[config.mk]
export PLATFORM = sky130hd
export DESIGN_NAME = ahbl_arbiter_2
export DESIGN_NICKNAME = d
export VERILOG_FILES = /design/src/rtl/ahbl_arbiter_2.sv
export SDC_FILE = /design/constraint.sdc
export NUM_CORES = 1
export LEC_CHECK = 0
export BUFFER_PORTS_ARGS = -buffer_cell sky130_fd_sc_hd__buf_4
export CORE_MARGIN = 2
export CORE_UTILIZATION = 36
export CTS_BUF_LIST = sky130_fd_sc_hd__clkbuf_4 sky130_fd_sc_hd__clkbuf_8
export DETAILED_ROUTE_END_ITERATION = 10
export PLACE_DENSITY_LB_ADDON = 0.12
export SYNTH_ARGS = -nofsm -noshare
export SYNTH_HDL_FRONTEND = slang
export SYNTH_SLANG_ARGS = --single-unit
[constraint.sdc]
create_clock -name HCLK -period 2 [get_ports HCLK]
set_clock_uncertainty 0.1 [all_clocks]
set_input_delay 0.2 -clock HCLK [delete_from_list [all_inputs] [get_ports HCLK]]
set_output_delay 0.2 -clock HCLK [all_outputs]
set_load 0.02 [all_outputs]
[src/rtl/ahbl_arbiter_2.sv]
// ahbl_arbiter_2 - two-master AHB-Lite arbiter in front of a single slave path.
// Masters have no request/grant wires: a non-granted master's address phase is
// captured into a per-master pending slot, replayed when that master is granted,
// and the master is held in its data phase until the replayed transfer completes.
// Optional build macro AHBL_ARB_RR_EN selects round-robin arbitration; without it
// M0 has fixed priority over M1.
module ahbl_arbiter_2 (
    input  logic        HCLK,
    input  logic        HRESETn,
    input  logic [31:0] M0_HADDR,
    input  logic [1:0]  M0_HTRANS,
    input  logic [2:0]  M0_HSIZE,
    input  logic        M0_HWRITE,
    input  logic [31:0] M0_HWDATA,
    output logic        M0_HREADY,
    output logic [31:0] M0_HRDATA,
    input  logic [31:0] M1_HADDR,
    input  logic [1:0]  M1_HTRANS,
    input  logic [2:0]  M1_HSIZE,
    input  logic        M1_HWRITE,
    input  logic [31:0] M1_HWDATA,
    output logic        M1_HREADY,
    output logic [31:0] M1_HRDATA,
    output logic [31:0] HADDR,
    output logic [1:0]  HTRANS,
    output logic [2:0]  HSIZE,
    output logic        HWRITE,
    output logic [31:0] HWDATA,
    input  logic        HREADY,
    input  logic [31:0] HRDATA
);

    localparam logic [1:0] TRANS_IDLE   = 2'b00;
    localparam logic [1:0] TRANS_BUSY   = 2'b01;
    localparam logic [1:0] TRANS_NONSEQ = 2'b10;
    localparam logic [1:0] TRANS_SEQ    = 2'b11;

    // Per-master views of the live master signals, indexed by master number.
    logic [1:0][31:0] m_haddr;
    logic [1:0][1:0]  m_htrans;
    logic [1:0][2:0]  m_hsize;
    logic [1:0]       m_hwrite;
    logic [1:0][31:0] m_hwdata;
    logic [1:0]       m_hready;

    assign m_haddr  = {M1_HADDR,  M0_HADDR};
    assign m_htrans = {M1_HTRANS, M0_HTRANS};
    assign m_hsize  = {M1_HSIZE,  M0_HSIZE};
    assign m_hwrite = {M1_HWRITE, M0_HWRITE};
    assign m_hwdata = {M1_HWDATA, M0_HWDATA};

    // Arbitration state: address owner, data owner, data-phase valid, data-phase-is-replay.
    logic g_q,  g_d;
    logic d_q,  d_d;
    logic dv_q, dv_d;
    logic rp_q, rp_d;

    // Pending slots and stall flags. The captured HTRANS is not kept because a
    // replay is always presented as NONSEQ.
    logic [1:0]       p_vld_q,   p_vld_d;
    logic [1:0][31:0] p_addr_q,  p_addr_d;
    logic [1:0][2:0]  p_size_q,  p_size_d;
    logic [1:0]       p_write_q, p_write_d;
    logic [1:0]       w_q,       w_d;

    logic [1:0] req;
    logic       g_sel;

    // Address-phase mux: the granted master's pending slot wins over its live signals.
    always_comb begin
        if (p_vld_q[g_q]) begin
            HADDR  = p_addr_q[g_q];
            HTRANS = TRANS_NONSEQ;
            HSIZE  = p_size_q[g_q];
            HWRITE = p_write_q[g_q];
        end else begin
            HADDR  = m_haddr[g_q];
            HTRANS = m_htrans[g_q];
            HSIZE  = m_hsize[g_q];
            HWRITE = m_hwrite[g_q];
        end
    end

    assign HWDATA    = m_hwdata[d_q];
    assign M0_HRDATA = HRDATA;
    assign M1_HRDATA = HRDATA;
    assign M0_HREADY = m_hready[0];
    assign M1_HREADY = m_hready[1];

    generate
        for (genvar gi = 0; gi < 2; gi++) begin : g_master
            assign req[gi] = p_vld_q[gi] | m_htrans[gi][1];

            // Ready per master: a stalled master is released only when its replay data phase completes.
            always_comb begin
                if (w_q[gi]) begin
                    m_hready[gi] = (d_q == 1'(gi)) & dv_q & rp_q & HREADY;
                end else if (g_q == 1'(gi)) begin
                    m_hready[gi] = HREADY;
                end else if ((d_q == 1'(gi)) && dv_q) begin
                    m_hready[gi] = HREADY;
                end else begin
                    m_hready[gi] = 1'b1;
                end
            end
        end
    endgenerate

    // Next-owner selection for the arbitration policy.
    always_comb begin
`ifdef AHBL_ARB_RR_EN
        g_sel = req[~g_q] ? ~g_q : g_q;
`else
        g_sel = req[0] ? 1'b0 : (req[1] ? 1'b1 : g_q);
`endif
    end

    // Next-state: bus accept, grant update, stall release and capture of non-granted masters.
    always_comb begin
        g_d       = g_q;
        d_d       = d_q;
        dv_d      = dv_q;
        rp_d      = rp_q;
        p_vld_d   = p_vld_q;
        p_addr_d  = p_addr_q;
        p_size_d  = p_size_q;
        p_write_d = p_write_q;
        w_d       = w_q;

        if (HREADY) begin
            if (HTRANS[1]) begin
                d_d            = g_q;
                dv_d           = 1'b1;
                rp_d           = p_vld_q[g_q];
                p_vld_d[g_q]   = 1'b0;
            end else begin
                dv_d = 1'b0;
            end
            // Bursts stay intact on the bus: no re-arbitration mid-burst.
            if (HTRANS != TRANS_SEQ && HTRANS != TRANS_BUSY) begin
                g_d = g_sel;
            end
        end

        for (int i = 0; i < 2; i++) begin
            if (w_q[i] && (d_q == i[0]) && dv_q && rp_q && HREADY) begin
                w_d[i] = 1'b0;
            end
            if ((g_q != i[0]) && m_hready[i] && m_htrans[i][1] && !p_vld_q[i]) begin
                p_vld_d[i]   = 1'b1;
                p_addr_d[i]  = m_haddr[i];
                p_size_d[i]  = m_hsize[i];
                p_write_d[i] = m_hwrite[i];
                w_d[i]       = 1'b1;
            end
        end
    end

    // State registers; reset drops any pending transfer without replaying it.
    always_ff @(posedge HCLK or negedge HRESETn) begin
        if (!HRESETn) begin
            g_q       <= 1'b0;
            d_q       <= 1'b0;
            dv_q      <= 1'b0;
            rp_q      <= 1'b0;
            p_vld_q   <= '0;
            p_addr_q  <= '0;
            p_size_q  <= '0;
            p_write_q <= '0;
            w_q       <= '0;
        end else begin
            g_q       <= g_d;
            d_q       <= d_d;
            dv_q      <= dv_d;
            rp_q      <= rp_d;
            p_vld_q   <= p_vld_d;
            p_addr_q  <= p_addr_d;
            p_size_q  <= p_size_d;
            p_write_q <= p_write_d;
            w_q       <= w_d;
        end
    end

    // Keep the idle encoding referenced for readers of the mux above.
    logic unused_idle;
    assign unused_idle = (TRANS_IDLE == 2'b00);

endmodule
==> run_results.csv, run 1 <==
group,metric,value,unit
outcome,status,"finished, final reports clean",
clocking,clkTransAtPathRegs,0.08,ns
critical_path,r2r_cells,5,
sta,maxSlewHeadroom,67.9,%
final_layout,fillCellCount,1294,
synth,yosysWarnings,0,
detailed_routing,met2_wirelength,8.46,mm
final_layout,fin_nets,865,
floorplanning,rows,44,
synth,synth-edff-count,0,
detailed_routing,viasPerCell,4.87,
global_routing,track_usage,19.0,%
synth,async_reset_ff_share,100,%
detailed_routing,vias,4282,
synth,syn_area_per_cell,11.2,um^2
final_layout,n_antenna_cell,0,
clocking,clockBufferDepth,2,
final_layout,final_util,52.6,%
synth,synth_top_family_by_area,"multiplexers",
synth,synth_mux_area_share,31.7,%
sta,whs,0.0303,ns
clocking,cts_sinks,80,
placed_design,post_dp_cell_area,0.00661,mm^2
floorplanning,core-area,0.0145,mm^2
pwr,leakage,3.38,nW
synth,synth_cell_type_count,32,
sta,fmax,0.518,GHz
global_routing,gr-total-overflow,0,
detailed_routing,final_antenna_net_count,0,
detailed_routing,top_layer,"met4",
floorplanning,die_h,126,um
critical_path,cp-end-kind,"output pin",
sta,worstMarginPinSlew,0.482,ns
final_layout,drive_above_1_share,51.1,%
floorplanning,io_pins,311,
synth,synthXorXnorAreaFrac,0,%
sta,setup_viol_count_final,0,
worst_hold_path,hold_class,"input pin to flop",
sta,hold_violations,0,
synth,synth_area,0.00532,mm^2
critical_path,critPathLaunchType,"flop",
critical_path,r2r_end,"p_size_q[4]",
placed_design,dp.final_hpwl,11.4,mm
global_routing,grt_start_max_net_pins,48,
detailed_routing,drt-initial-drc-count,164,
floorplanning,initial_core_util,36.7,%
placed_design,port_buffers,214,
critical_path,worstSetupPathType,"flop to output pin",
synth,synthCells,473,
pwr,pwr_density_cell,1240,mW/mm^2
global_routing,grt_pass1_wl,23.4,mm
synth,yosys.area_share.simple,6.05,%
global_routing,grt_pass1_vias,4539,
worst_hold_path,holdPathEnd,"rp_q",
synth,ys_seq_elements,80,
sta,period_share,96.4,%
detailed_routing,dr.pass1.iters,4,
clocking,cts_tree,"yes",
critical_path,cp.required,1.70,ns
detailed_routing,drc,0,
detailed_routing,avgRoutedWirePerCell,17.4,um
detailed_routing,m1WireLength,5.48,mm
floorplanning,fp.dieArea,0.0158,mm^2
critical_path,rr_startpoint,"dv_q",
final_layout,final_area,0.00762,mm^2
detailed_routing,drt-total-wl,15.3,mm
sta,final-max-slew-violation-count,0,
sta,grt_setup_unrepaired,"yes",
placed_design,gp_congestion,0.798,
clocking,clk_latency,0.34,ns
worst_hold_path,hold_depth,3,
critical_path,crit_fanout,42,
synth,synth_fa_ha_area_share,0,%
final_layout,syn2layout_area_growth,43.3,%
detailed_routing,met3_length,1.08,mm
floorplanning,die_w,126,um
clocking,root_buffer,"clkbuf_8",
critical_path,r2r_setup_slack,0.08,ns
worst_hold_path,hold_path_startpoint,"HREADY",
clocking,cts-buffers-inserted,9,
synth,synth-compound-area-share,11.1,%
synth,synth_seq_area_share,37.6,%
critical_path,arrival,1.63,ns
synth,synth_nets,648,
synth,synth_flop_cell,"dfrtp_1",
pwr,ir_drop,0.408,mV
clocking,cts_max_level,3,
global_routing,antenna_found_initial,0,
sta,post-route-min-period,1.93,ns
pwr,totalPowerFinal,9.48,mW
run,maxCapViolCount,0,
[cell usage in the layout (no fill, tap or decap), types with 2 or more instances in the layout]
cell	n
a211oi_1	35
a21oi_1	42
buf_12	6
buf_4	221
clkbuf_8	10
clkinvlp_4	2
dfrtp_1	77
dfrtp_2	3
dlygate4sd3_1	75
inv_1	3
mux2_1	7
mux2_2	69
mux2_4	30
mux2i_1	37
nand2_1	5
nor2_1	4
nor2b_1	38
o21ai_0	9
[power by group]
group | switching, mW | internal, mW | leakage, nW
Clock | 0.607 | 0.615 | 0.0989
Sequential | 0.456 | 2.40 | 0.969
Combinational | 2.65 | 2.75 | 2.31
Total | 3.71 | 5.77 | 3.38
[cells by family after synthesis]
| group | count (synthesis) |
|---|---|
| flip-flops | 80 |
| buffers and inverters | 102 |
| multiplexers | 144 |
| AND/OR/NAND/NOR | 54 |
| AO/OA/AOI/OAI | 93 |
[final cells by class]
cell class	instances	area (um^2)	area share [%]
clock inverters	6	67.6	0.887
multi-input cells	291	2610	34.2
well taps	184	230	3.02
flip-flops and latches	80	2010	26.3
clock buffers	10	138	1.81
repair buffers	304	2560	33.5
inverters	4	15.0	0.197
[per-layer routing]
layer / vias up / global-route usage (%)
met4: 0 / 6.47
met5: - / 0
li1: 2056 / -
met3: 29 / 4.96
met1: 2040 / 19.1
met2: 157 / 37.4
[critical path, stage by stage (launching register included)]
cell	delay, ns
dfrtp_2	0.39
buf_12	0.29
mux2i_2	0.31
a21oi_1	0.10
buf_4	0.16
[metrics by stage]
step	TNS (ns)	setup slack, ns	cells
after CTS	0	0.0212	879
final	0	0.0711	879
after global routing	-0.233	-0.0477	879
after floorplan	0	0.155	473
after global placement	0	0.159	787
after detailed placement	0	0.0993	787
[Yosys cell counts, drive strengths merged, types with 2 or more instances]
master | number | area, um^2
mux2 | 106 | 1310
mux2i | 38 | 380
nor2 | 4 | 15.0
and2 | 2 | 12.5
inv | 4 | 15.0
clkbuf | 14 | 53.8
nor3 | 2 | 15.0
a211oi | 36 | 270
dfrtp | 80 | 2000
nor2b | 38 | 238
a21oi | 42 | 210
o21ai | 11 | 70.1
buf | 84 | 649
nand2 | 5 | 18.8
[registers in the layout, indices dropped and copies added (netlist names)]
name / cells
rp_q: 1
dv_q: 1
g_q: 1
d_q: 1
p_size_q: 6
p_write_q: 2
p_vld_q: 2
p_addr_q: 64
w_q: 2
[how the worst max path moves through the flow]
| stage | endpoint | cells past startpoint | slack, ns | start |
|---|---|---|---|---|
| after CTS | HWDATA[18] | 3 | 0.02 | d_q |
| after detailed placement | p_size_q[4] | 5 | 0.1 | dv_q |
| after global routing | HADDR[16] | 5 | -0.05 | p_vld_q[0] |
| after floorplan | p_addr_q[36] | 6 | 0.15 | dv_q |
| final | HADDR[2] | 4 | 0.07 | p_vld_q[1] |
| after global placement | p_size_q[3] | 5 | 0.16 | dv_q |
[timing repair]
action                                  in CTS  in global routing
hold buffers                                75                  0
buffers inserted                             1                  0
endpoints found under the setup margin      63                 29
endpoints found under the hold margin      106                  0
gates resized for setup                      7                  4
Note: power is estimated with default switching activity, not from simulation.
==> inputs of run 2 (changes only) <==
- BUFFER_PORTS_ARGS: -buffer_cell sky130_fd_sc_hd__buf_4 -> unset
- CORE_UTILIZATION: 36 -> 38
- DONT_BUFFER_PORTS: unset -> 1
==> run 2 against run 1 <==
  * The flow now finishes with violations (negative hold slack)
  * First-iteration DRC count decreased by 18%
  * Register-to-register slack improved by 0.03 ns
  * Worst hold slack got worse by 0.62 ns
  * Fmax increased by 1.4%
  * Clock-buffer cell count unchanged
  * Via count decreased by 13%
  * Sequential cell count unchanged
  * Clock power decreased by 12%
  * Global-route usage increased by 1.0 points
  * Cell area decreased by 18%
  * Sequential share of layout area increased by 5.6 points
  * Highest routed layer unchanged
==> run_results.csv, run 2 (same netlist as run 1, synthesis figures left out) <==
group,metric,value,unit
clocking,clkTransAtPathRegs,0.09,ns
critical_path,startpoint,"p_vld_q[1]",
pwr,ir_drop,0.585,mV
global_routing,track_usage,20.0,%
sta,hold_violations,80,
critical_path,r2r_cells,6,
critical_path,cp-end-kind,"output pin",
worst_hold_path,hold_class,"input pin to async pin",
global_routing,grt_pass1_vias,3953,
final_layout,layout_common_cells,"dfrtp_1, dlygate4sd3_1, mux2_2",
detailed_routing,drt-total-wl,15.5,mm
final_layout,final_area,0.00628,mm^2
global_routing,grt_start_max_net_pins,81,
placed_design,post_dp_cell_area,0.00517,mm^2
detailed_routing,drc,0,
detailed_routing,vias,3745,
sta,grt_setup_unrepaired,"no",
critical_path,r2r_setup_slack,0.11,ns
final_layout,final_util,45.6,%
final_layout,fillCellCount,1328,
outcome,status,"finished with violations",
sta,setup_viol_count_final,0,
floorplanning,initial_core_util,38.6,%
placed_design,dp.cells,594,
global_routing,grt_pass1_wl,22.2,mm
detailed_routing,drt-initial-drc-count,135,
floorplanning,io_pins,311,
run,maxCapViolCount,0,
detailed_routing,final_antenna_net_count,0,
clocking,cts-buffers-inserted,9,
placed_design,pre_cts_ws,0.148,ns
critical_path,arrival,1.60,ns
clocking,cts_sinks,80,
outcome,violations,"negative hold slack",
critical_path,rr_startpoint,"g_q",
clocking,clockBufferDepth,2,
pwr,leakage,2.50,nW
final_layout,drive_above_1_share,35.5,%
critical_path,cp.required,1.70,ns
clocking,clk_latency,0.36,ns
floorplanning,rows,43,
sta,fmax,0.526,GHz
clocking,hold_buffers,77,
sta,period_share,95.1,%
final_layout,largestRegisters,"p_addr_q (64), p_size_q (6)",
clocking,cts_max_level,3,
floorplanning,die_w,122,um
detailed_routing,viasPerCell,5.37,
final_layout,fin_nets,683,
placed_design,gp_congestion,0.816,
floorplanning,core-area,0.0138,mm^2
sta,post-route-min-period,1.90,ns
critical_path,critPathLaunchType,"flop",
clocking,root_buffer,"clkbuf_8",
sta,setup_ws,0.0981,ns
pwr,swShare,41.3,%
detailed_routing,avgRoutedWirePerCell,22.2,um
detailed_routing,dr.pass1.iters,6,
sta,whs,-0.590,ns
global_routing,gr-total-overflow,0,
final_layout,instances_no_fill,697,
clocking,cts_tree,"yes",
critical_path,worstSetupPathType,"flop to output pin",
pwr,internal_power,5.17,mW
sta,worstMarginPinSlew,0.325,ns
placed_design,dp.final_hpwl,10.6,mm
floorplanning,die_h,122,um
critical_path,r2r_end,"p_addr_q[33]",
final_layout,largest_register_ffs,64,
critical_path,critical_path.endpoint,"HADDR[1]",
final_layout,regMostFlops,"p_addr_q",
global_routing,antenna_found_initial,4,
sta,final-max-slew-violation-count,0,
sta,maxSlewHeadroom,78.3,%
pwr,p_comb_share,55.2,%
final_layout,syn2layout_area_growth,18.0,%
critical_path,crit_fanout,17,
pwr,switchingPower,3.64,mW
pwr,pwr_density_cell,1400,mW/mm^2
placed_design,port_buffers,0,
pwr,p_seq_share,32.6,%
pwr,p_clk_share,12.2,%
floorplanning,fp.dieArea,0.0150,mm^2
[run 2: cell types whose count changed in the layout (fill, tap and decap cells not counted), moves of 2 or more]
cell / previous run / this run
a21oi_1: 42 / 31
clkinv_2: 1 / 4
buf_12: 6 / 4
dlygate4sd3_1: 75 / 77
a21oi_2: 0 / 11
diode_2: 0 / 4
buf_4: 221 / 35
buf_8: 1 / 3
[run 2: what timing repair did]
item | in CTS | in global routing
buffers inserted | 1 | 4
hold endpoints to repair | 159 | 80
pin swaps | 0 | 0
cloned | 0 | 1
endpoints found under the setup margin | 38 | 70
gates resized for setup | 7 | 18
[run 2: worst min path at each step]
stage / startpoint / to / slack [ns] / depth (start not counted)
after floorplan: HRESETn / d_q / -0.20 / 0
after global placement: HRESETn / p_addr_q[20] / -0.19 / 0
after detailed placement: HRESETn / p_addr_q[20] / -0.19 / 0
after CTS: HRESETn / p_addr_q[20] / -0.62 / 0
after global routing: HRESETn / p_addr_q[17] / -0.62 / 0
final: HRESETn / p_addr_q[20] / -0.59 / 0
[run 2: area by class of cell]
type	count	area, um^2	share of cell area, %
antenna	4	10.0	0.159
multi-input combinational	291	2650	42.2
clock buffer	10	131	2.09
timing repair buffer	122	1210	19.2
clock inverter	6	36.3	0.578
inverter	4	15.0	0.239
tap	180	225	3.59
sequential	80	2010	32.0
[run 2: routing by layer]
layer	global-route usage [%]	routed length (um)	vias up
met5	0	0	-
met4	11.6	432	0
met3	4.14	985	37
met2	36.8	8480	170
met1	21.1	5570	1841
li1	-	-	1697
[run 2: worst max-delay path, cell delays in order (launching register included)]
cell     delay [ns]
dfrtp_2        0.42
buf_8          0.22
mux2i_2        0.32
a21oi_1        0.11
buf_4          0.16
[run 2: power groups by stage]
stage / sequential (mW) / clock (mW) / combinational [mW]
3_3_place_gp: 2.88 / 0 / 4.31
4_1_cts: 2.87 / 1.13 / 4.64
6_report: 2.87 / 1.07 / 4.86
3_5_place_dp: 2.90 / 0 / 4.40
2_1_floorplan: 2.73 / 0 / 3.64
5_1_grt: 2.97 / 1.20 / 5.21
[run 2: metrics by stage]
stage	setup TNS (ns)	total power [mW]
finish	0	8.80
global route	0	9.37
CTS	-0.178	8.63
detailed placement	0	7.29
global placement	0	7.19
floorplan	0	6.37
